### src/rtl/motorpasso_step_sequencer.sv
// Avalon-MM read master that plays a table of step words from on-chip RAM onto the coil outputs.
// Optional table looping is enabled by defining MOTORPASSO_STEP_LOOP_EN.
module motorpasso_step_sequencer #(
  parameter int ADDR_W = 13,
  parameter int DATA_W = 32,
  parameter int PER_W  = 24
) (
  input  logic              clk,
  input  logic              reset_n,
  input  logic              start,
  input  logic              stop,
  input  logic              dir,
  input  logic [ADDR_W-1:0] base_addr,
  input  logic [ADDR_W:0]   length,
  input  logic [PER_W-1:0]  period,
  output logic [ADDR_W-1:0] mem_address,
  output logic              mem_chipselect,
  output logic              mem_write,
  output logic [3:0]        mem_byteenable,
  output logic              mem_clken,
  input  logic [DATA_W-1:0] mem_readdata,
  output logic [3:0]        coils,
  output logic              busy,
  output logic              done,
  output logic [ADDR_W:0]   step_count
);

  localparam int CNT_W = ADDR_W + 1;

  typedef enum logic [1:0] {IDLE, FETCH, LATCH, HOLD} state_t;

  state_t              state_q, state_d;
  logic [ADDR_W-1:0]   ptr_q, ptr_d;
  logic [CNT_W-1:0]    rem_q, rem_d;
  logic [CNT_W-1:0]    cnt_q, cnt_d;
  logic [PER_W-1:0]    per_q, per_d;
  logic [PER_W-1:0]    hold_q, hold_d;
  logic [3:0]          coils_q, coils_d;
  logic                busy_q, busy_d;
  logic                done_q, done_d;
  logic                dir_q, dir_d;
`ifdef MOTORPASSO_STEP_LOOP_EN
  logic [ADDR_W-1:0]   base_q, base_d;
  logic [CNT_W-1:0]    len_q, len_d;
`endif

  // Only the end-marker bit and the coil nibble of each step word carry meaning.
  logic unused_data;
  assign unused_data = ^mem_readdata[DATA_W-2:4];

  always_comb begin
    state_d = state_q;
    ptr_d   = ptr_q;
    rem_d   = rem_q;
    cnt_d   = cnt_q;
    per_d   = per_q;
    hold_d  = hold_q;
    coils_d = coils_q;
    busy_d  = busy_q;
    done_d  = 1'b0;
    dir_d   = dir_q;
`ifdef MOTORPASSO_STEP_LOOP_EN
    base_d  = base_q;
    len_d   = len_q;
`endif
    case (state_q)
      IDLE: begin
        if (start && !stop) begin
          dir_d = dir;
          ptr_d = base_addr;
          rem_d = length;
          per_d = (period == '0) ? PER_W'(1) : period;
          cnt_d = '0;
`ifdef MOTORPASSO_STEP_LOOP_EN
          base_d = base_addr;
          len_d  = length;
`endif
          if (length == '0) begin
            done_d = 1'b1;
          end else begin
            state_d = FETCH;
            busy_d  = 1'b1;
          end
        end
      end
      FETCH: state_d = LATCH;
      LATCH: begin
        if (mem_readdata[DATA_W-1]) begin
          state_d = IDLE;
          busy_d  = 1'b0;
          done_d  = 1'b1;
        end else begin
          coils_d = mem_readdata[3:0];
`ifdef MOTORPASSO_STEP_LOOP_EN
          if (cnt_q != '1) cnt_d = cnt_q + CNT_W'(1);
`else
          cnt_d = cnt_q + CNT_W'(1);
`endif
          rem_d   = rem_q - CNT_W'(1);
          hold_d  = per_q - PER_W'(1);
          state_d = HOLD;
        end
      end
      HOLD: begin
        if (hold_q != '0) begin
          hold_d = hold_q - PER_W'(1);
        end else if (rem_q != '0) begin
          ptr_d   = dir_q ? ptr_q + ADDR_W'(1) : ptr_q - ADDR_W'(1);
          state_d = FETCH;
        end else begin
`ifdef MOTORPASSO_STEP_LOOP_EN
          ptr_d   = base_q;
          rem_d   = len_q;
          state_d = FETCH;
`else
          state_d = IDLE;
          busy_d  = 1'b0;
          done_d  = 1'b1;
`endif
        end
      end
      default: state_d = IDLE;
    endcase
    // Abort overrides everything, including a word being latched this cycle.
    if (stop && state_q != IDLE) begin
      state_d = IDLE;
      busy_d  = 1'b0;
      done_d  = 1'b1;
      coils_d = coils_q;
      cnt_d   = cnt_q;
    end
  end

  always_ff @(posedge clk or negedge reset_n) begin
    if (!reset_n) begin
      state_q <= IDLE;
      ptr_q   <= '0;
      rem_q   <= '0;
      cnt_q   <= '0;
      per_q   <= PER_W'(1);
      hold_q  <= '0;
      coils_q <= '0;
      busy_q  <= 1'b0;
      done_q  <= 1'b0;
      dir_q   <= 1'b1;
`ifdef MOTORPASSO_STEP_LOOP_EN
      base_q  <= '0;
      len_q   <= '0;
`endif
    end else begin
      state_q <= state_d;
      ptr_q   <= ptr_d;
      rem_q   <= rem_d;
      cnt_q   <= cnt_d;
      per_q   <= per_d;
      hold_q  <= hold_d;
      coils_q <= coils_d;
      busy_q  <= busy_d;
      done_q  <= done_d;
      dir_q   <= dir_d;
`ifdef MOTORPASSO_STEP_LOOP_EN
      base_q  <= base_d;
      len_q   <= len_d;
`endif
    end
  end

  assign mem_address    = ptr_q;
  assign mem_chipselect = (state_q == FETCH);
  assign mem_write      = 1'b0;
  assign mem_byteenable = 4'hF;
  assign mem_clken      = 1'b1;
  assign coils          = coils_q;
  assign busy           = busy_q;
  assign done           = done_q;
  assign step_count     = cnt_q;

endmodule

### config.mk
export PLATFORM = sky130hd
export DESIGN_NAME = motorpasso_step_sequencer
export DESIGN_NICKNAME = d
export VERILOG_FILES = /design/src/rtl/motorpasso_step_sequencer.sv
export SDC_FILE = /design/constraint.sdc
export NUM_CORES = 1
export LEC_CHECK = 0
export ABC_AREA = 1
export BUFFER_PORTS_ARGS = -buffer_cell sky130_fd_sc_hd__buf_2
export CORE_UTILIZATION = 56
export DETAILED_ROUTE_END_ITERATION = 7
export GPL_TIMING_DRIVEN = 0
export PLACE_DENSITY = 0.91
export SLEW_MARGIN = 20
export SYNTH_ARGS = -nofsm -noshare
export SYNTH_HDL_FRONTEND = slang
export SYNTH_SLANG_ARGS = --single-unit
### constraint.sdc
create_clock -name clk -period 2.5 [get_ports clk]
set_clock_uncertainty 0.2 [all_clocks]
set_input_delay 0.375 -clock clk [delete_from_list [all_inputs] [get_ports clk]]
set_output_delay 0.375 -clock clk [all_outputs]
set_load 0.05 [all_outputs]
**Yosys cells after proc, flatten, opt, wreduce, memory -nomap -nowiden**

Index checks and enable logic that the tools add are counted.

- Register bits: 98
- Bits in latches: 0
- RAM bits: 0
- Memory bits (read-only): 0
- Output and inout bits: 40
- Word-level logic and storage cells: 88
- Memories kept: 0

- Add/subtract/negate cells: 6
- Multipliers: 0
- Divide/modulo/power cells: 0
- Magnitude comparators: 0
- Equal/unequal tests: 13
- Shift operators: 0
- Muxes and demuxes: 36
- Bitwise logic cells: 2
- Reductions and logical operators: 21

Operators with widths:

| cell | number |
|---|---|
| two-way mux 24 bit | 3 |
| two-way mux 14 bit | 4 |
| one-hot mux 14 bit (2 select lines) | 2 |
| two-way mux 13 bit | 4 |
| one-hot mux 24 bit (2 select lines) | 1 |
| subtractor 24 x 1 -> 24 bit, second input constant | 2 |
| one-hot mux 13 bit (2 select lines) | 1 |
| logical NOT 24 bit | 1 |
| nonzero test 24 bit | 1 |
| != test 3 bit, second input constant | 5 |
| adder 14 x 1 -> 14 bit, second input constant | 1 |
| logical NOT 14 bit | 1 |
| nonzero test 14 bit | 1 |
| subtractor 14 x 1 -> 14 bit, second input constant | 1 |
| adder 13 x 1 -> 13 bit, second input constant | 1 |
| two-way mux 1 bit | 13 |
| subtractor 13 x 1 -> 13 bit, second input constant | 1 |
| AND reduction 3 bit | 4 |
| two-way mux 2 bit | 5 |
| != test 2 bit, second input constant | 5 |
| one-hot mux 2 bit (4 select lines) | 1 |
| AND reduction 4 bit | 2 |
| nonzero test 2 bit | 4 |
| one-hot mux 1 bit (3 select lines) | 2 |
| 9 further kinds | 12 |

**Depth between registers and ports, before layout**

- Depth in word-level cells: 5
- Mapped depth: 16

**Worst setup path before layout**

Ideal clock, no wire load.

- Kind: register to register
- Start point: register state_q[1]
- End point: register hold_q[20]
- Library setup time: 117 ps
- Arrival time: 1797 ps
- Required time: 2183 ps
- Path slack: 385 ps
- Cell stages (with the launch flop): 16
- Buffers on the path: 2
- Clock period less this slack: 2115 ps
- Cells stage by stage: dfrtp_1 -> buf_2 -> nand2_1 -> buf_6 -> nand2_1 -> o21ai_2 -> ha_1 -> inv_1 -> nor2_1 -> nand2_1 -> inv_1 -> nand2_1 -> nor2_2 -> nand3_1 -> nand3_1 -> nand2_1

- Word-level cells in the longest chain between the ends: 3
- Elaborated cells on any way between the ends: 7
- Those cells by class: eq/ne: 4; mux: 1; reduce/logical: 2

RTL lines:

| element | RTL line | RTL |
|---|---|---|
| start: declaration | 32 | `state_t state_q, state_d;` |
| start signal: assignment | 151 | `state_q <= state_d;` |
| == test 2 bit | 66 | `case (state_q)` |
| != test 2 bit (no line) or nonzero test 2 bit (tied branches) | -- |  |
| AND reduction 3 bit (no line) | -- |  |
| end signal: assignment | 156 | `hold_q <= hold_d;` |
| end: declaration | 37 | `logic [PER_W-1:0] hold_q, hold_d;` |

Parallel ways exist; a longest one is shown, timed or not.
A chain may end at the register's enable or synchronous reset.

**Final worst setup path**

- Start point: register dir_q
- End point: register ptr_q[12], in the netlist mem_address[12]

- Word-level cells in the longest chain between the ends: 4

RTL lines:

| element | RTL line | RTL |
|---|---|---|
| start: declaration | 41 | `logic dir_q, dir_d;` |
| start signal: assignment | 160 | `dir_q <= dir_d;` |
| two-way mux 13 bit | 108 | `ptr_d = dir_q ? ptr_q + ADDR_W'(1) : ptr_q - ADDR_W'(1);` |
| two-way mux 13 bit | 107 | `end else if (rem_q != '0) begin` |
| two-way mux 13 bit | 105 | `if (hold_q != '0) begin` |
| one-hot mux 13 bit (2 select lines) | 66 |  |
| end signal: assignment | 152 | `ptr_q <= ptr_d;` |
| end: declaration | 33 | `logic [ADDR_W-1:0] ptr_q, ptr_d;` |

Every way passes these cells. The select of a mux whose other input is x is not followed.

==> impl_metrics.env <==
export IMPL_finalPower_mw=10.2
export IMPL_die_area_um2=11900
export IMPL_ys_warn_count=0
export IMPL_path_max_fanout=7
export IMPL_drive_above_1_share=0.173
export IMPL_io_buffers=94
export IMPL_tightestPinTransition_ps=756
export IMPL_startpoint_type="register"
export IMPL_relSlewSlack=0.492
export IMPL_num_rows=38
export IMPL_cts_buffers=9
export IMPL_diodes=0
export IMPL_final_util=0.689
export IMPL_ioPinCount=128
export IMPL_drt_iter0_drc=402
export IMPL_clock_root_buffer="clkbuf_16"
export IMPL_seq_area_frac_synth=0.381
export IMPL_synth_cell_area_um2=6440
export IMPL_syn_instance_count=960
export IMPL_p_sw_mw=5.20
export IMPL_dp_cells=1199
export IMPL_cts_reportedPaths_clkPinSlew_ps=70
export IMPL_place_congestion=0.956
export IMPL_yosysTopAreaCell="dfrtp_1"
export IMPL_antenna_found_initial=0
export IMPL_grt_max_degree=82
export IMPL_core_area_um2=11000
export IMPL_cts_sinks=98
export IMPL_die_height_um=109
export IMPL_final_nets=1182
export IMPL_power_density_nw_per_um2=1350
export IMPL_power_share_switching=0.507
export IMPL_worstSetupPathType="register to register"
export IMPL_setup_viol=0
export IMPL_detailed_place_hpwl_um=12300
export IMPL_clockBufferDepth=2
export IMPL_htree_levels=3
export IMPL_rsz0062_at_grt="true"
export IMPL_cap_viol_max_count=0
export IMPL_area_growth_syn_to_layout_pct=18.1
export IMPL_ant_nets=0
export IMPL_min_period_over_period=0.993
export IMPL_leakage_nw=4.03
export IMPL_synth_top_area_frac=0.373
export IMPL_fmax_ghz=0.403
export IMPL_p_seq_frac=0.275
export IMPL_p_int_mw=5.05
export IMPL_routed_wl_um=17300
export IMPL_cts_tree="yes"
export IMPL_synth_area_leaders="dfrtp_1 37%, nand2_1 19%, nand3_1 6.5%"
export IMPL_post_drt_wl_per_cell_um=14.2
export IMPL_fin_crit_ps=2480
export IMPL_fp_dieW_um=109
export IMPL_grt_util_all_layers=0.300
export IMPL_design_area_um2=7600
export IMPL_finalWorstSetupSlack_ps=17.5
export IMPL_avgSynthCellArea_um2=6.71
export IMPL_grt_pass1_wl_um=27900
export IMPL_synth_seq_cells=98
export IMPL_grt_pass1_vias=6202
export IMPL_first_pass_iters=5
export IMPL_clk_latency_ps=350
export IMPL_cp_required_ps=2540
export IMPL_slew_violations=0
export IMPL_hold_violations=0
export IMPL_ir_drop_uv=934
export IMPL_final_cell_count_no_fill=1223
export IMPL_arrival_ps=2520
export IMPL_dp_slack_ps=21.4
export IMPL_ys_types=42
export IMPL_start_util=0.584
export IMPL_overflow=0
export IMPL_hp_class="primary input to register"
export IMPL_clkPwrFrac=0.150
export IMPL_drc=0
export IMPL_cp_end_kind="register"
export IMPL_placed_cell_area_um2=7130
export IMPL_combPwrFrac=0.575
export IMPL_status="finished clean"
export IMPL_vias=6699
export IMPL_viasPerCell=5.48
## per-stage QoR
step,TNS [ps],hold WS [ps]
after floorplan,0,-121
after global routing,-185,46.4
after detailed placement,0,25.5
after global placement,-11090,256
after CTS,0,31.9
final,0,33.6
## kinds of logic (layout without fill, tap and decap cells)
family | Yosys count | after routing | share of synthesized area
flops | 98 | 98 | 0.381
other cells | 2 | 6 | 0.00117
simple gates | 569 | 569 | 0.370
xor+xnor | 13 | 13 | 0.0177
fa+ha+maj | 16 | 16 | 0.0323
mux | 4 | 4 | 0.00700
compound gates | 113 | 113 | 0.0970
buf+inv | 145 | 264 | 0.0931
## critical path, cell delays in order, from the launching register on
cell	delay, ps
dfstp_2	570
clkinvlp_4	190
buf_6	190
buf_4	140
ha_1	310
inv_2	90
o21bai_1	70
a31oi_1	230
nand2_1	80
nand2_1	70
nand3_1	80
nand2_1	70
nand2_1	60
## sequential cells by signal, indices dropped and copies added (netlist names)
name / cells
per_q: 24
step_count: 14
hold_q: 24
dir_q: 1
rem_q: 14
busy: 1
state_q: 2
coils: 4
mem_address: 13
done: 1
## final timing paths
check	from	endpoint	slack, ps	depth (start not counted)
max	dir_q	mem_address[12]	20	12
min	period[17]	per_q[17]	30	3
max reg2reg	dir_q	mem_address[12]	20	12
min reg2reg	busy	busy	280	2
max in group asynchronous	reset_n	dir_q	1190	3
min in group asynchronous	reset_n	coils[1]	240	2
## layout by cell type, fill, tap and decap left out, types with 6 or more instances in the layout
| cell | synthesis | routed |
|---|---|---|
| nand2_1 | 321 | 317 |
| nor2_1 | 109 | 106 |
| buf_2 | 11 | 104 |
| inv_1 | 106 | 103 |
| dfrtp_1 | 96 | 96 |
| nand3_1 | 84 | 84 |
| o21ai_0 | 66 | 65 |
| nand4_1 | 17 | 17 |
| a21oi_1 | 18 | 16 |
| buf_4 | 7 | 13 |
| ha_1 | 15 | 13 |
| clkbuf_1 | 11 | 12 |
| a31oi_1 | 11 | 11 |
| nor3_1 | 10 | 10 |
| nor2_2 | 9 | 9 |
| xor2_1 | 9 | 9 |
| clkbuf_16 | 0 | 9 |
| nand2_2 | 3 | 7 |
| inv_2 | 5 | 7 |
| conb_1 | 2 | 6 |
## routing by layer
layer,track usage,wire length (um),up-vias,part of all wire
li1,-,-,3292,-
met5,0,0,-,0
met3,0.0484,1190,48,0.069
met2,0.504,8230,291,0.48
met4,0.120,447,0,0.026
met1,0.385,7450,3068,0.43
## final cells by class
cell class / count / area, um2
fillers: 927 / 3430
repair buffers: 103 / 571
flip-flops and latches: 98 / 2450
multi-input cells: 721 / 3470
clock buffers: 11 / 243
inverters: 113 / 428
clock inverters: 5 / 85.1
well taps: 140 / 175
plain buffers: 32 / 175
## synth_stat cells, drive strengths merged
cell type,instances
nand2,324
o21bai,2
fa,1
o22ai,2
mux2,4
dfstp,2
nand4,17
and2,1
o31ai,1
conb,2
nor4,4
nor3,12
inv,111
dfrtp,96
xor2,9
clkbuf,11
ha,15
or2,5
a31oi,11
o211ai,5
nor2,119
a21oi,18
xnor2,4
nand3b,2
clkinv,2
a32o,1
a22oi,1
o2111ai,1
buf,21
nand3,85
o21ai,71
## power by group through the flow
stage	clock (mW)	sequential [mW]	combinational, mW
floorplan	0	3.26	3.67
global placement	0	2.78	5.28
detailed placement	0	2.80	5.43
CTS	1.54	2.78	5.49
global route	1.62	2.90	6.58
finish	1.54	2.82	5.89
## timing repair
| action | CTS | global route |
|---|---|---|
| hold endpoints to repair | 17 | 0 |
| hold buffers | 1 | 0 |
| resized for setup | 1 | 23 |
| pin swaps | 0 | 2 |
| setup buffers | 0 | 7 |
| setup endpoints to repair | 2 | 10 |
Power figures use the tool's default switching activity.
